<file path="config.mk">
export PLATFORM = sky130hd
export DESIGN_NAME = reg_writeback
export DESIGN_NICKNAME = d
export VERILOG_FILES = /design/src/rtl/mips_pkg.sv /design/src/rtl/reg_fwd_match.sv /design/src/rtl/reg_writeback.sv
export SDC_FILE = /design/constraint.sdc
export NUM_CORES = 1
export LEC_CHECK = 0
export ABC_CLOCK_PERIOD_IN_PS = 3150
export CORE_MARGIN = 2
export CORE_UTILIZATION = 50
export DETAILED_ROUTE_END_ITERATION = 6
export GPL_TIMING_DRIVEN = 1
export PLACE_DENSITY = 0.79
export SLEW_MARGIN = 10
export SYNTH_ARGS = -nofsm -noshare
export SYNTH_HDL_FRONTEND = slang
export SYNTH_SLANG_ARGS = --single-unit
</file>
<file path="constraint.sdc">
create_clock -name clk -period 3.15 [get_ports clk]
set_clock_uncertainty 0.1 [all_clocks]
set_input_delay 0.63 -clock clk [delete_from_list [all_inputs] [get_ports clk]]
set_output_delay 0.63 -clock clk [all_outputs]
set_load 0.03 [all_outputs]
</file>
<file path="src/rtl/mips_pkg.sv">
// Shared register-file types for the writeback path.
package mips_pkg;

    localparam int unsigned REG_ADDR_W = 5;
    localparam int unsigned REG_DATA_W = 32;

    // One pending register write.
    typedef struct packed {
        logic [REG_ADDR_W-1:0] addr;
        logic [REG_DATA_W-1:0] data;
    } wb_entry_t;

endpackage

</file>
<file path="src/rtl/reg_fwd_match.sv">
// Address match over an age-ordered list of pending writes; youngest hit wins.
// Slot 0 is the oldest entry, slot N-1 the youngest.
module reg_fwd_match
    import mips_pkg::*;
#(
    parameter int unsigned N = 5
) (
    input  wb_entry_t [N-1:0]       entries,
    input  logic [N-1:0]            valid,
    input  logic [REG_ADDR_W-1:0]   raddr,
    output logic                    hit,
    output logic [REG_DATA_W-1:0]   data
);

    // Scan oldest to youngest so later matches overwrite earlier ones.
    always_comb begin
        hit  = 1'b0;
        data = '0;
        for (int unsigned i = 0; i < N; i++) begin
            if (valid[i] && (raddr != '0) && (entries[i].addr == raddr)) begin
                hit  = 1'b1;
                data = entries[i].data;
            end
        end
    end

endmodule

</file>
<file path="src/rtl/reg_writeback.sv">
// Register writeback queue: buffers register-file writes in order, drains one
// per cycle when the register file is not stalled, and optionally forwards
// pending values to the read ports.
// Optional feature macro: REG_WRITEBACK_BYPASS_EN (bypass logic compiled in).
module reg_writeback
    import mips_pkg::*;
#(
    parameter  int unsigned DEPTH = 4,
    localparam int unsigned CNT_W = $clog2(DEPTH) + 1
) (
    input  logic                    clk,
    input  logic                    rst_n,
    input  logic                    wb_valid,
    output logic                    wb_ready,
    input  logic [REG_ADDR_W-1:0]   wb_addr,
    input  logic [REG_DATA_W-1:0]   wb_data,
    input  logic                    rf_stall,
    output logic                    writeFlag,
    output logic [REG_ADDR_W-1:0]   regWrt,
    output logic [REG_DATA_W-1:0]   inData,
    input  logic [REG_ADDR_W-1:0]   read1,
    input  logic [REG_ADDR_W-1:0]   read2,
    output logic                    fwd_hit1,
    output logic                    fwd_hit2,
    output logic [REG_DATA_W-1:0]   fwd_data1,
    output logic [REG_DATA_W-1:0]   fwd_data2,
    output logic [CNT_W-1:0]        pending
);

    localparam int unsigned      PTR_W = (DEPTH > 1) ? $clog2(DEPTH) : 1;
    localparam logic [CNT_W-1:0] FULL  = CNT_W'(DEPTH);

    wb_entry_t          mem [DEPTH];
    logic [PTR_W-1:0]   wr_ptr;
    logic [PTR_W-1:0]   rd_ptr;
    logic [CNT_W-1:0]   count;
    logic               enq;
    logic               deq;

    // Full queue refuses offers even if it drains this cycle; r0 writes are accepted and dropped.
    assign wb_ready = (count < FULL);
    assign enq      = wb_valid && wb_ready && (wb_addr != '0);
    assign deq      = (count != '0) && !rf_stall;
    assign pending  = count;

    // Entry storage; contents need no reset since occupancy gates every use.
    always_ff @(posedge clk) begin
        if (enq) begin
            mem[wr_ptr] <= '{addr: wb_addr, data: wb_data};
        end
    end

    // Pointers, occupancy and the registered register-file write port.
    always_ff @(posedge clk) begin
        if (!rst_n) begin
            wr_ptr    <= '0;
            rd_ptr    <= '0;
            count     <= '0;
            writeFlag <= 1'b0;
            regWrt    <= '0;
            inData    <= '0;
        end else begin
            if (enq) begin
                wr_ptr <= wr_ptr + PTR_W'(1);
            end
            writeFlag <= deq;
            if (deq) begin
                rd_ptr <= rd_ptr + PTR_W'(1);
                regWrt <= mem[rd_ptr].addr;
                inData <= mem[rd_ptr].data;
            end
            case ({enq, deq})
                2'b10:   count <= count + CNT_W'(1);
                2'b01:   count <= count - CNT_W'(1);
                default: count <= count;
            endcase
        end
    end

`ifdef REG_WRITEBACK_BYPASS_EN
    localparam int unsigned NSLOT = DEPTH + 1;

    wb_entry_t [NSLOT-1:0] age_entries;
    logic [NSLOT-1:0]      age_valid;

    // Age-ordered view: the write on the port is oldest, then queue head to tail.
    always_comb begin
        age_entries[0] = '{addr: regWrt, data: inData};
        age_valid[0]   = writeFlag;
        for (int unsigned i = 0; i < DEPTH; i++) begin
            age_entries[i+1] = mem[rd_ptr + PTR_W'(i)];
            age_valid[i+1]   = (CNT_W'(i) < count);
        end
    end

    reg_fwd_match #(.N(NSLOT)) u_fwd1 (
        .entries (age_entries),
        .valid   (age_valid),
        .raddr   (read1),
        .hit     (fwd_hit1),
        .data    (fwd_data1)
    );

    reg_fwd_match #(.N(NSLOT)) u_fwd2 (
        .entries (age_entries),
        .valid   (age_valid),
        .raddr   (read2),
        .hit     (fwd_hit2),
        .data    (fwd_data2)
    );
`else
    logic unused_read;

    assign fwd_hit1    = 1'b0;
    assign fwd_hit2    = 1'b0;
    assign fwd_data1   = '0;
    assign fwd_data2   = '0;
    assign unused_read = ^{read1, read2};
`endif

endmodule

</file>
After elaboration in Yosys (flattened, before gate mapping)
Memories as Yosys holds them, arrays and structs flattened. A register that Yosys moved wholly into a read port is not among the register bits.
Index checks and enable logic that the tools add are counted.
- $add $sub $neg: 4
- order comparisons: 1
- eq/ne operators: 2
- multiplexer cells: 3
- reductions and logical operators: 8
- operator list (kind ; number):
    case mux 3 bit (2 select lines) ; 1
    nonzero test 5 bit ; 1
    adder 2 x 1 -> 2 bit, second input constant ; 2
    adder 3 x 1 -> 3 bit, second input constant ; 1
    logical AND 1 bit ; 3
    less-than comparator 3 bit, second input constant ; 1
    nonzero test 3 bit ; 1
    subtractor 3 x 1 -> 3 bit, second input constant ; 1
    == test 2 x 1 -> 1 bit, second input constant ; 1
    == test 2 bit, second input constant ; 1
    logical NOT 1 bit ; 2
    2-to-1 mux 1 bit ; 2
    nonzero test 2 bit ; 1
- register bits: 8
- bits in writable memories: 148
- input bits: 51
- output and inout bits: 108
- word-level logic and storage cells: 23
- memories: 1
- memory list (memory ; words ; width ; read ports ; clocked after memory_dff ; write ports ; line ; RTL):
    mem ; 4 ; 37 ; 1 ; 1 ; 1 ; reg_writeback.sv:33 ; wb_entry_t mem [DEPTH];

Longest topological paths before layout
Gate-level depths: netlist of run 1.
- depth after elaboration: 5
- depth in mapped cells: 9

Worst setup path before layout of run 1
No wires, ideal clock.
- path type: input-to-reg
- start point: input port wb_addr[1]
- end point: register count[2], in the netlist pending[2]
- library setup time: 0.076 ns
- arrival: 2.578 ns
- path slack: 0.396 ns
- stages on the path: 9
- buffers on the path: 0
- cells stage by stage: or3_1 o311a_1 inv_1 ha_1 inv_1 fa_1 xor2_1 or3_1 a21boi_0
- cells in the longest elaborated chain, start to end: 4
- elaborated cells between the ends (all ways): 6
- classes of those cells: eq/ne (2); mux (1); reduce/logical (3)
- ends and longest elaborated chain (element ; line ; RTL):
    start, declared ; reg_writeback.sv:15 ; input logic [REG_ADDR_W-1:0] wb_addr,
    nonzero test 5 bit (*) ; reg_writeback.sv:42 ; assign enq = wb_valid && wb_ready && (wb_addr != '0);
    logical AND 1 bit (*) ; reg_writeback.sv:42 ;
    == test 2 x 1 -> 1 bit / == test 2 bit (equally long branches) ; reg_writeback.sv:72 ; case ({enq, deq})
    case mux 3 bit (2 select lines) / nonzero test 2 bit (equally long branches) ; - ;
    end signal, assigned ; reg_writeback.sv:73 ; 2'b10: count <= count + CNT_W'(1);
    end signal, assigned ; reg_writeback.sv:74 ; 2'b01: count <= count - CNT_W'(1);
    end signal, assigned ; reg_writeback.sv:75 ; default: count <= count;
    end, declared ; reg_writeback.sv:36 ; logic [CNT_W-1:0] count;
Mark *: on every way between the ends. The rest lies on a longest branch, timed or not.
A chain may end at the register's enable or synchronous reset.

Worst setup path after layout of run 1
- start point: input port wb_addr[0]
- end point: register count[2], in the netlist pending[2]
Same word-level chain as after synthesis.

==> results.ini, run 1 <==
[outcome]
outcome = finished clean

[synth]
synth.distinct_cells = 27
ys_seq_area_frac = 0.719
synth_top_area_cell = edfxtp_1
synthFlopType = edfxtp_1
yosys.area.top_type_share = 0.598
synth.area.top_cells = edfxtp_1 (60%), dfxtp_1 (12%), mux4_2 (11%)
synth_edf_count = 148
synth-seq-cells = 193
async_reset_ff_frac = 0
synth_most_common_cell = edfxtp_1
ys_warn_count = 0
synth_area_mm2 = 0.00743
syn_inst = 396
avgSynthCellArea_um2 = 18.8
synth_common_cells = edfxtp_1 (148), buf_4 (71), dfxtp_1 (45), a22o_1 (37), mux4_2 (37)

[drt]
drtPass1Iterations = 4
routed_wirelength_um = 12700
ant_nets = 0
via_per_inst = 5.29
dr_total_vias = 3646
first_iter_violations = 293
drcViolationCount = 0
wl_per_cell_um = 18.4

[timing]
hold_violations = 0
setup_viol = 0
worst_slack_ns = 0.352
max-slew-margin-rel = 0.473
worstMarginPinSlew_ns = 0.791
fmax_mhz = 357
finalMaxSlewViolations = 0
min_period_over_period = 0.888
rsz0062_at_grt = false
min_period_ns = 2.80

[place]
port_buffers = 82
dp_slack_ns = -0.0983
hpwl_um = 7880
routabilityCongestion = 0.748

[global_route]
grt_max_degree = 41
grt_pass1_wl_um = 19500
grt-ovfl-total = 0
grt_util_all_layers = 0.166
grt_pass1_vias = 3632
grt_antenna_before_repair = 0

[clocking]
h-tree-depth = 4
cts_resized = 0
cts_buffer_depth = 2
numClockSinks = 193
cts_tree = yes
cts_hold_buf = 0
cts_setup_buffers = 0
numCtsBuffers = 17
path_clk_slew_ns = 0.07
insertion_delay_ns = 0.42
cts_root_buf = clkbuf_16

[setup_path]
crit_end = pending[2]
r2r_cells = 9
cp.required_ns = 3.40
worst-endpoint-arrival_ns = 3.04
path_depth = 10
path_cells = clkdlybuf4s50_1 -> or3_1 -> o311a_1 -> inv_1 -> ha_1 -> inv_1 -> fa_1 -> xor2_1 -> or3_1 -> a21boi_0
rr_endpoint = pending[2]
r2r-start = pending[2]
crit_type = in -> reg
critPathLaunch = wb_addr[0]
timing.critical_path.buf_inv = 3
ff2ff_setup_slack_ns = 1.00
cp-end-kind = register
critPathMaxStageDelay_ns = 0.43
worst_setup_path_start_kind = primary input
cp_top_family = simple AND/OR/NAND/NOR gates
cp_max_fo = 2
cp_slowest_cell = clkdlybuf4s50_1

[power]
power_density_mw_per_mm2 = 802
peakVddDrop_mv = 0.614
power.static_leakage_uw = 0.00304

[floorplan]
fp.dieW_um = 126
dieHeight_um = 126
rows = 44
coreArea_mm2 = 0.0145
ios = 159
start_util = 0.511
die_area_mm2 = 0.0159

[layout]
finalNetCount = 549
antennaDiodeCount = 0
final_core_util = 0.608
num-fill-cells = 1047
drive_gt1_frac = 0.174
area_growth_pct = 19.0

[flow_run]
drv_cap = 0

[worst_hold_path]
hold_path.class = reg -> reg

how the worst min path moves through the flow:
stage                           from    endpoint  slack (ns)  cells after the start
after floorplan            wr_ptr[1]   wr_ptr[1]        0.37                      2
after global placement    inData[26]  inData[26]        0.36                      1
after detailed placement   inData[7]   inData[7]        0.37                      1
after CTS                 inData[15]  inData[15]        0.38                      1
after global routing      inData[15]  inData[15]        0.39                      1
final                     inData[13]  inData[13]        0.38                      1
layer usage:
metal,up-vias,global-route usage,share of wire,wire length (um)
met3,19,0.0408,0.075,959
met2,178,0.273,0.50,6300
li1,1604,-,-,-
met5,-,0,0,0
met4,0,0.0718,0.015,186
met1,1845,0.214,0.41,5260
worst register-to-register path: stages (launching register included):
cell and delay (ns):
dfxtp_1 0.44, inv_1 0.09, o311a_1 0.14, inv_1 0.07, ha_1 0.16, inv_1 0.06, fa_1 0.38, xor2_1 0.16
or3_1 0.30, a21boi_0 0.18
cell families (layout without fill, tap and decap cells):
family | after synthesis | after routing | synth area share
muxes | 40 | 40 | 0.116
buffers and inverters | 90 | 134 | 0.0835
adders and majority gates | 6 | 6 | 0.0111
xor gates and xnor gates | 2 | 2 | 0.00236
and+or+nand+nor | 20 | 20 | 0.0168
AOI/OAI and AO/OA | 44 | 44 | 0.0500
other | 1 | 66 | 0.000505
DFF | 193 | 193 | 0.719
layout make-up:
cell class,instances,area [um2],share of cell area
inverter,7,26.3,0.00297
tap,184,230,0.0260
timing repair buffer,95,981,0.111
sequential,193,5350,0.605
multi-input combinational,178,1720,0.195
clock buffer,19,443,0.0501
clock inverter,13,88.8,0.0100
flip-flops by register name, indices dropped and copies added, names as in the netlist:
signal     count
pending        3
wr_ptr         2
mem          148
writeFlag      1
inData        32
rd_ptr         2
regWrt         5
through the flow:
stage	std cells	total power, uW	area (um2)	setup TNS, ns	hold slack, ns
finish	689	7090	8840	0	0.378
global route	689	7390	8840	0	0.394
CTS	689	7160	8840	0	0.384
detailed placement	657	5240	8310	-0.0983	0.368
global placement	657	5180	8310	0	0.361
floorplan	461	4640	7670	0	0.368
cell usage in the layout (no fill, tap or decap), drive strengths merged, types with 2 or more instances in the layout:
cell / n
ha: 5
edfxtp: 148
mux2i: 3
clkdlybuf4s50: 82
clkinv: 9
clkbuf: 19
a21boi: 2
clkinvlp: 3
conb: 66
o21ai: 3
dfxtp: 45
or3: 3
and2: 6
buf: 13
inv: 8
a22o: 37
nor3b: 2
nand2: 6
mux4: 37
power by group:
group	internal, uW	switching [uW]	leakage [uW]	total (uW)
logic	832	937	0.00106	1770
clock network	1030	896	0.000254	1920
registers	3130	265	0.00173	3390
total	4990	2100	0.00304	7090
Power figures use the tool's default switching activity.
==> run 2: changes to the inputs <==
--- a/config.mk
+++ b/config.mk
@@ -5,7 +5,7 @@
 export SDC_FILE = /design/constraint.sdc
 export NUM_CORES = 1
 export LEC_CHECK = 0
-export ABC_CLOCK_PERIOD_IN_PS = 3150
+export ABC_CLOCK_PERIOD_IN_PS = 3190
 export CORE_MARGIN = 2
 export CORE_UTILIZATION = 50
 export DETAILED_ROUTE_END_ITERATION = 6
==> constraint.sdc (replaced) <==
create_clock -name clk -period 3.19 [get_ports clk]
set_clock_uncertainty 0.1 [all_clocks]
set_input_delay 0.638 -clock clk [delete_from_list [all_inputs] [get_ports clk]]
set_output_delay 0.638 -clock clk [all_outputs]
set_load 0.03 [all_outputs]
==> run 2 against run 1 <==
Combinational power decreased by 2%. Critical path depth unchanged. Final cell count fell by 0.44%. Largest power group unchanged. Highest routed layer unchanged. Sequential power barely moved. Largest cell class unchanged. Non-clock buffer count is 3 lower.
==> results.ini, run 2 (synthesized netlist as in run 1, its figures left out) <==
[timing]
min_period_over_period = 0.886
worstMarginPinSlew_ns = 1.04
hold_violations = 0
rsz0062_at_grt = false
setup_viol = 0
fmax_mhz = 354
timing.hold.ws_ns = 0.378
max-slew-margin-rel = 0.305
finalMaxSlewViolations = 0
min_period_ns = 2.82

[power]
peakVddDrop_mv = 0.517
power_density_mw_per_mm2 = 804
power.static_leakage_uw = 0.00302

[global_route]
grt_pass1_wl_um = 20300
grt_pass1_vias = 3702
grt-ovfl-total = 0
grt_antenna_before_repair = 1
grt_util_all_layers = 0.172
grt_max_degree = 41

[setup_path]
worst_setup_path_start_kind = primary input
cp_max_fo = 2
cp-end-kind = register
cp.required_ns = 3.44
crit_type = in -> reg
worst-endpoint-arrival_ns = 3.07

[drt]
first_iter_violations = 195
via_per_inst = 5.24
wl_per_cell_um = 18.8
ant_nets = 0
drcViolationCount = 0
drtPass1Iterations = 4
routed_wirelength_um = 12900
dr_total_vias = 3597

[clocking]
numCtsBuffers = 17
h-tree-depth = 4
cts_setup_buffers = 0
cts_tree = yes
cts_resized = 0
path_clk_slew_ns = 0.07
insertion_delay_ns = 0.43
numClockSinks = 193
cts_hold_buf = 0
cts_root_buf = clkbuf_16
cts_buffer_depth = 2

[flow_run]
drv_cap = 0

[layout]
mostFrequentLayoutCell = edfxtp_1
finalNetCount = 546
area_growth_pct = 18.6
drive_gt1_frac = 0.175
largest_reg_flops = 148
antennaDiodeCount = 0
layout_common_cells = edfxtp_1 (148), clkdlybuf4s50_1 (82), conb_1 (66)
largestRegisters = mem: 148 flops, inData: 32 flops, regWrt: 5 flops
final_core_util = 0.606
largest-register = mem

[place]
hpwl_um = 7820
port_buffers = 82
routabilityCongestion = 0.721

[floorplan]
coreArea_mm2 = 0.0145
ios = 159
dieHeight_um = 126
fp.dieW_um = 126
die_area_mm2 = 0.0159
rows = 44
start_util = 0.511

[outcome]
outcome = finished clean

[worst_hold_path]
hold_path.class = reg -> reg

run 2: cell types whose count changed in the layout (fill, tap and decap cells not counted), sizes merged:
cell and delta:
clkinv -4, buf -3, clkbuf -2, inv +2
clkinvlp +3, bufinv +1
run 2: final timing paths:
check | from | slack [ns] | to | depth (start not counted)
min reg2reg | inData[2] | 0.38 | inData[2] | 1
max reg2reg | pending[2] | 1.01 | pending[2] | 9
max | wb_addr[1] | 0.37 | pending[2] | 10
min | inData[2] | 0.38 | inData[2] | 1
run 2: power breakdown:
part / leakage (uW) / switching, uW / internal, uW / total, uW
clock network: 0.000258 / 911 / 1080 / 1990
registers: 0.00173 / 273 / 3090 / 3370
logic: 0.00103 / 921 / 808 / 1730
total: 0.00302 / 2110 / 4980 / 7090
run 2: layer usage:
metal	vias to the layer above	GRT usage	part of all wire
met1	1831	0.222	0.43
li1	1591	-	-
met3	16	0.0433	0.063
met4	0	0.0737	0.018
met2	159	0.280	0.49
met5	-	0	0
run 2: worst max-delay path, stage by stage:
cell,delay [ns]
clkdlybuf4s50_1,0.43
or3_1,0.37
o311a_1,0.32
inv_1,0.06
ha_1,0.16
inv_1,0.05
fa_1,0.37
xor2_1,0.16
or3_1,0.30
a21boi_0,0.21
run 2: layout make-up:
| class | instances | area, um2 |
|---|---|---|
| Inverter | 7 | 26.3 |
| Timing Repair Buffer | 92 | 921 |
| Clock inverter | 15 | 138 |
| Clock buffer | 17 | 425 |
| Fill cell | 1029 | 5720 |
| Tap cell | 184 | 230 |
| Sequential cell | 193 | 5350 |
| Multi-Input combinational cell | 178 | 1720 |
run 2: stage by stage:
| step | cells | worst slack (ns) | total power (uW) | cell area [um2] | setup TNS [ns] |
|---|---|---|---|---|---|
| 3_3_place_gp | 654 | 0.0539 | 5100 | 8250 | 0 |
| 6_report | 686 | 0.365 | 7090 | 8810 | 0 |
| 4_1_cts | 686 | 0.363 | 7160 | 8810 | 0 |
| 5_1_grt | 686 | 0.234 | 7400 | 8810 | 0 |
| 3_5_place_dp | 654 | -0.104 | 5180 | 8250 | -0.104 |
| 2_1_floorplan | 461 | 0.428 | 4580 | 7670 | 0 |
==> run 3: changes to the inputs <==
--- a/config.mk
+++ b/config.mk
@@ -10,7 +10,7 @@
 export CORE_UTILIZATION = 50
 export DETAILED_ROUTE_END_ITERATION = 6
 export GPL_TIMING_DRIVEN = 1
-export PLACE_DENSITY = 0.79
+export PLACE_DENSITY = 0.86
 export SLEW_MARGIN = 10
 export SYNTH_ARGS = -nofsm -noshare
 export SYNTH_HDL_FRONTEND = slang
==> run 3 against run 2 <==
Die area unchanged. Sequential share of layout area increased by 0.069 points. Critical path type unchanged. Clock-buffer cell count up 2. Clock power grew 9%. Sequential power about the same. Non-clock buffer count down 3. Worst hold slack barely moved.
==> results.ini, run 3 (synthesized netlist as in run 1, its figures left out) <==
[clocking]
h-tree-depth = 4
cts_buffer_depth = 2
path_clk_slew_ns = 0.06
numClockSinks = 193
cts_hold_buf = 0
cts_setup_buffers = 0
insertion_delay_ns = 0.43
numCtsBuffers = 17
cts_root_buf = clkbuf_16
cts_tree = yes
cts_resized = 0

[setup_path]
r2r_cells = 9
cp_max_fo = 2
crit_end = pending[2]
critPathLaunch = wb_addr[1]
path_cells = clkdlybuf4s50_1 -> or3_1 -> o311a_1 -> inv_1 -> ha_1 -> inv_1 -> fa_1 -> xor2_1 -> or3_1 -> a21boi_0
r2r-start = pending[2]
cp-end-kind = register
cp.required_ns = 3.44
ff2ff_setup_slack_ns = 0.99
crit_type = in -> reg
critPathMaxStageDelay_ns = 0.44
rr_endpoint = pending[2]
worst_setup_path_start_kind = primary input
worst-endpoint-arrival_ns = 3.12
cp_slowest_cell = clkdlybuf4s50_1

[global_route]
grt-ovfl-total = 0
grt_pass1_vias = 3676
grt_antenna_before_repair = 0
grt_pass1_wl_um = 20100
grt_util_all_layers = 0.170
grt_max_degree = 41

[place]
hpwl_um = 7140
routabilityCongestion = 0.729
dp_slack_ns = -0.0936
port_buffers = 82

[worst_hold_path]
hold_path.class = reg -> reg

[floorplan]
dieHeight_um = 126
start_util = 0.511
rows = 44
coreArea_mm2 = 0.0145
ios = 159
fp.dieW_um = 126
die_area_mm2 = 0.0159

[layout]
drive_gt1_frac = 0.162
area_growth_pct = 18.5
layout_common_cells = edfxtp_1 (148), clkdlybuf4s50_1 (82), conb_1 (66)
largest-register = mem
num-fill-cells = 1021
largestRegisters = mem: 148 flops, inData: 32 flops, regWrt: 5 flops
regArea_mm2 = 0.00535
finalNetCount = 543
multi_input_area_mm2 = 0.00172
antennaDiodeCount = 0
largest_reg_flops = 148
mostFrequentLayoutCell = edfxtp_1

[power]
p_clk_frac = 0.298
power_density_mw_per_mm2 = 821
finalPower_uw = 7220
switchingPower_uw = 2050
power.static_leakage_uw = 0.00303
power_frac_comb = 0.234
peakVddDrop_mv = 0.614
p_int_uw = 5180
switching_share = 0.283
power_frac_seq = 0.468

[drt]
routed_wirelength_um = 12700
drcViolationCount = 0
ant_nets = 0
dr_total_vias = 3577
wl_per_cell_um = 18.6
via_per_inst = 5.24
drtPass1Iterations = 4
first_iter_violations = 183

[timing]
worstMarginPinSlew_ns = 1.13
max-slew-margin-rel = 0.247
finalMaxSlewViolations = 0
fmax_mhz = 348
worst_slack_ns = 0.315
setup_viol = 0
rsz0062_at_grt = false
min_period_ns = 2.87
hold_violations = 0
min_period_over_period = 0.901

[flow_run]
drv_cap = 0

[outcome]
outcome = finished clean

-- run 3: cell count changes in the layout (fill, tap and decap cells not counted), sizes merged --
| cell | change |
|---|---|
| clkinvlp | -4 |
| buf | -3 |
| bufinv | +3 |
| inv | -3 |
| clkbuf | +2 |
| clkinv | +2 |
-- run 3: layout make-up --
type,count,share of cell area
repair buffers,89,0.0992
clock inverters,13,0.0191
clock buffers,19,0.0492
well taps,184,0.0262
flip-flops and latches,193,0.608
inverters,7,0.00299
multi-input cells,178,0.195
-- run 3: how the worst min path moves through the flow --
stage | startpoint | endpoint | cells after the start
2_1_floorplan | wr_ptr[1] | wr_ptr[1] | 2
3_3_place_gp | inData[6] | inData[6] | 1
3_5_place_dp | inData[6] | inData[6] | 1
4_1_cts | inData[22] | inData[22] | 1
5_1_grt | inData[22] | inData[22] | 1
6_report | inData[22] | inData[22] | 1
-- run 3: power by group through the flow --
| stage | Clock [uW] | Combinational (uW) | Sequential [uW] |
|---|---|---|---|
| 6_report | 2160 | 1690 | 3380 |
| 3_5_place_dp | 0 | 1700 | 3450 |
| 4_1_cts | 2190 | 1710 | 3400 |
| 2_1_floorplan | 0 | 1020 | 3560 |
| 3_3_place_gp | 0 | 1640 | 3420 |
| 5_1_grt | 2290 | 1800 | 3440 |
-- run 3: layer usage --
metal	wire, um	share of wire	track usage
met2	6430	0.51	0.282
met4	169	0.013	0.0595
met3	818	0.065	0.0493
met1	5260	0.41	0.217
met5	0	0	0
-- run 3: worst max-delay path, delay by kind of cell --
kind / cells / cell delay [ns]
and+or+nand+nor: 2 / 0.67
buffers and inverters: 3 / 0.59
adders and majority gates: 2 / 0.57
AOI/OAI and AO/OA: 2 / 0.49
xor gates and xnor gates: 1 / 0.16
-- run 3: stage by stage --
step	util	cell area, um2	hold WS (ns)	TNS (ns)	cells
3_3_place_gp	0.564	8200	0.365	0	651
2_1_floorplan	-	7670	0.368	0	461
3_5_place_dp	0.564	8200	0.361	-0.0936	651
6_report	0.606	8800	0.378	0	683
4_1_cts	0.606	8800	0.383	0	683
5_1_grt	0.606	8800	0.389	0	683
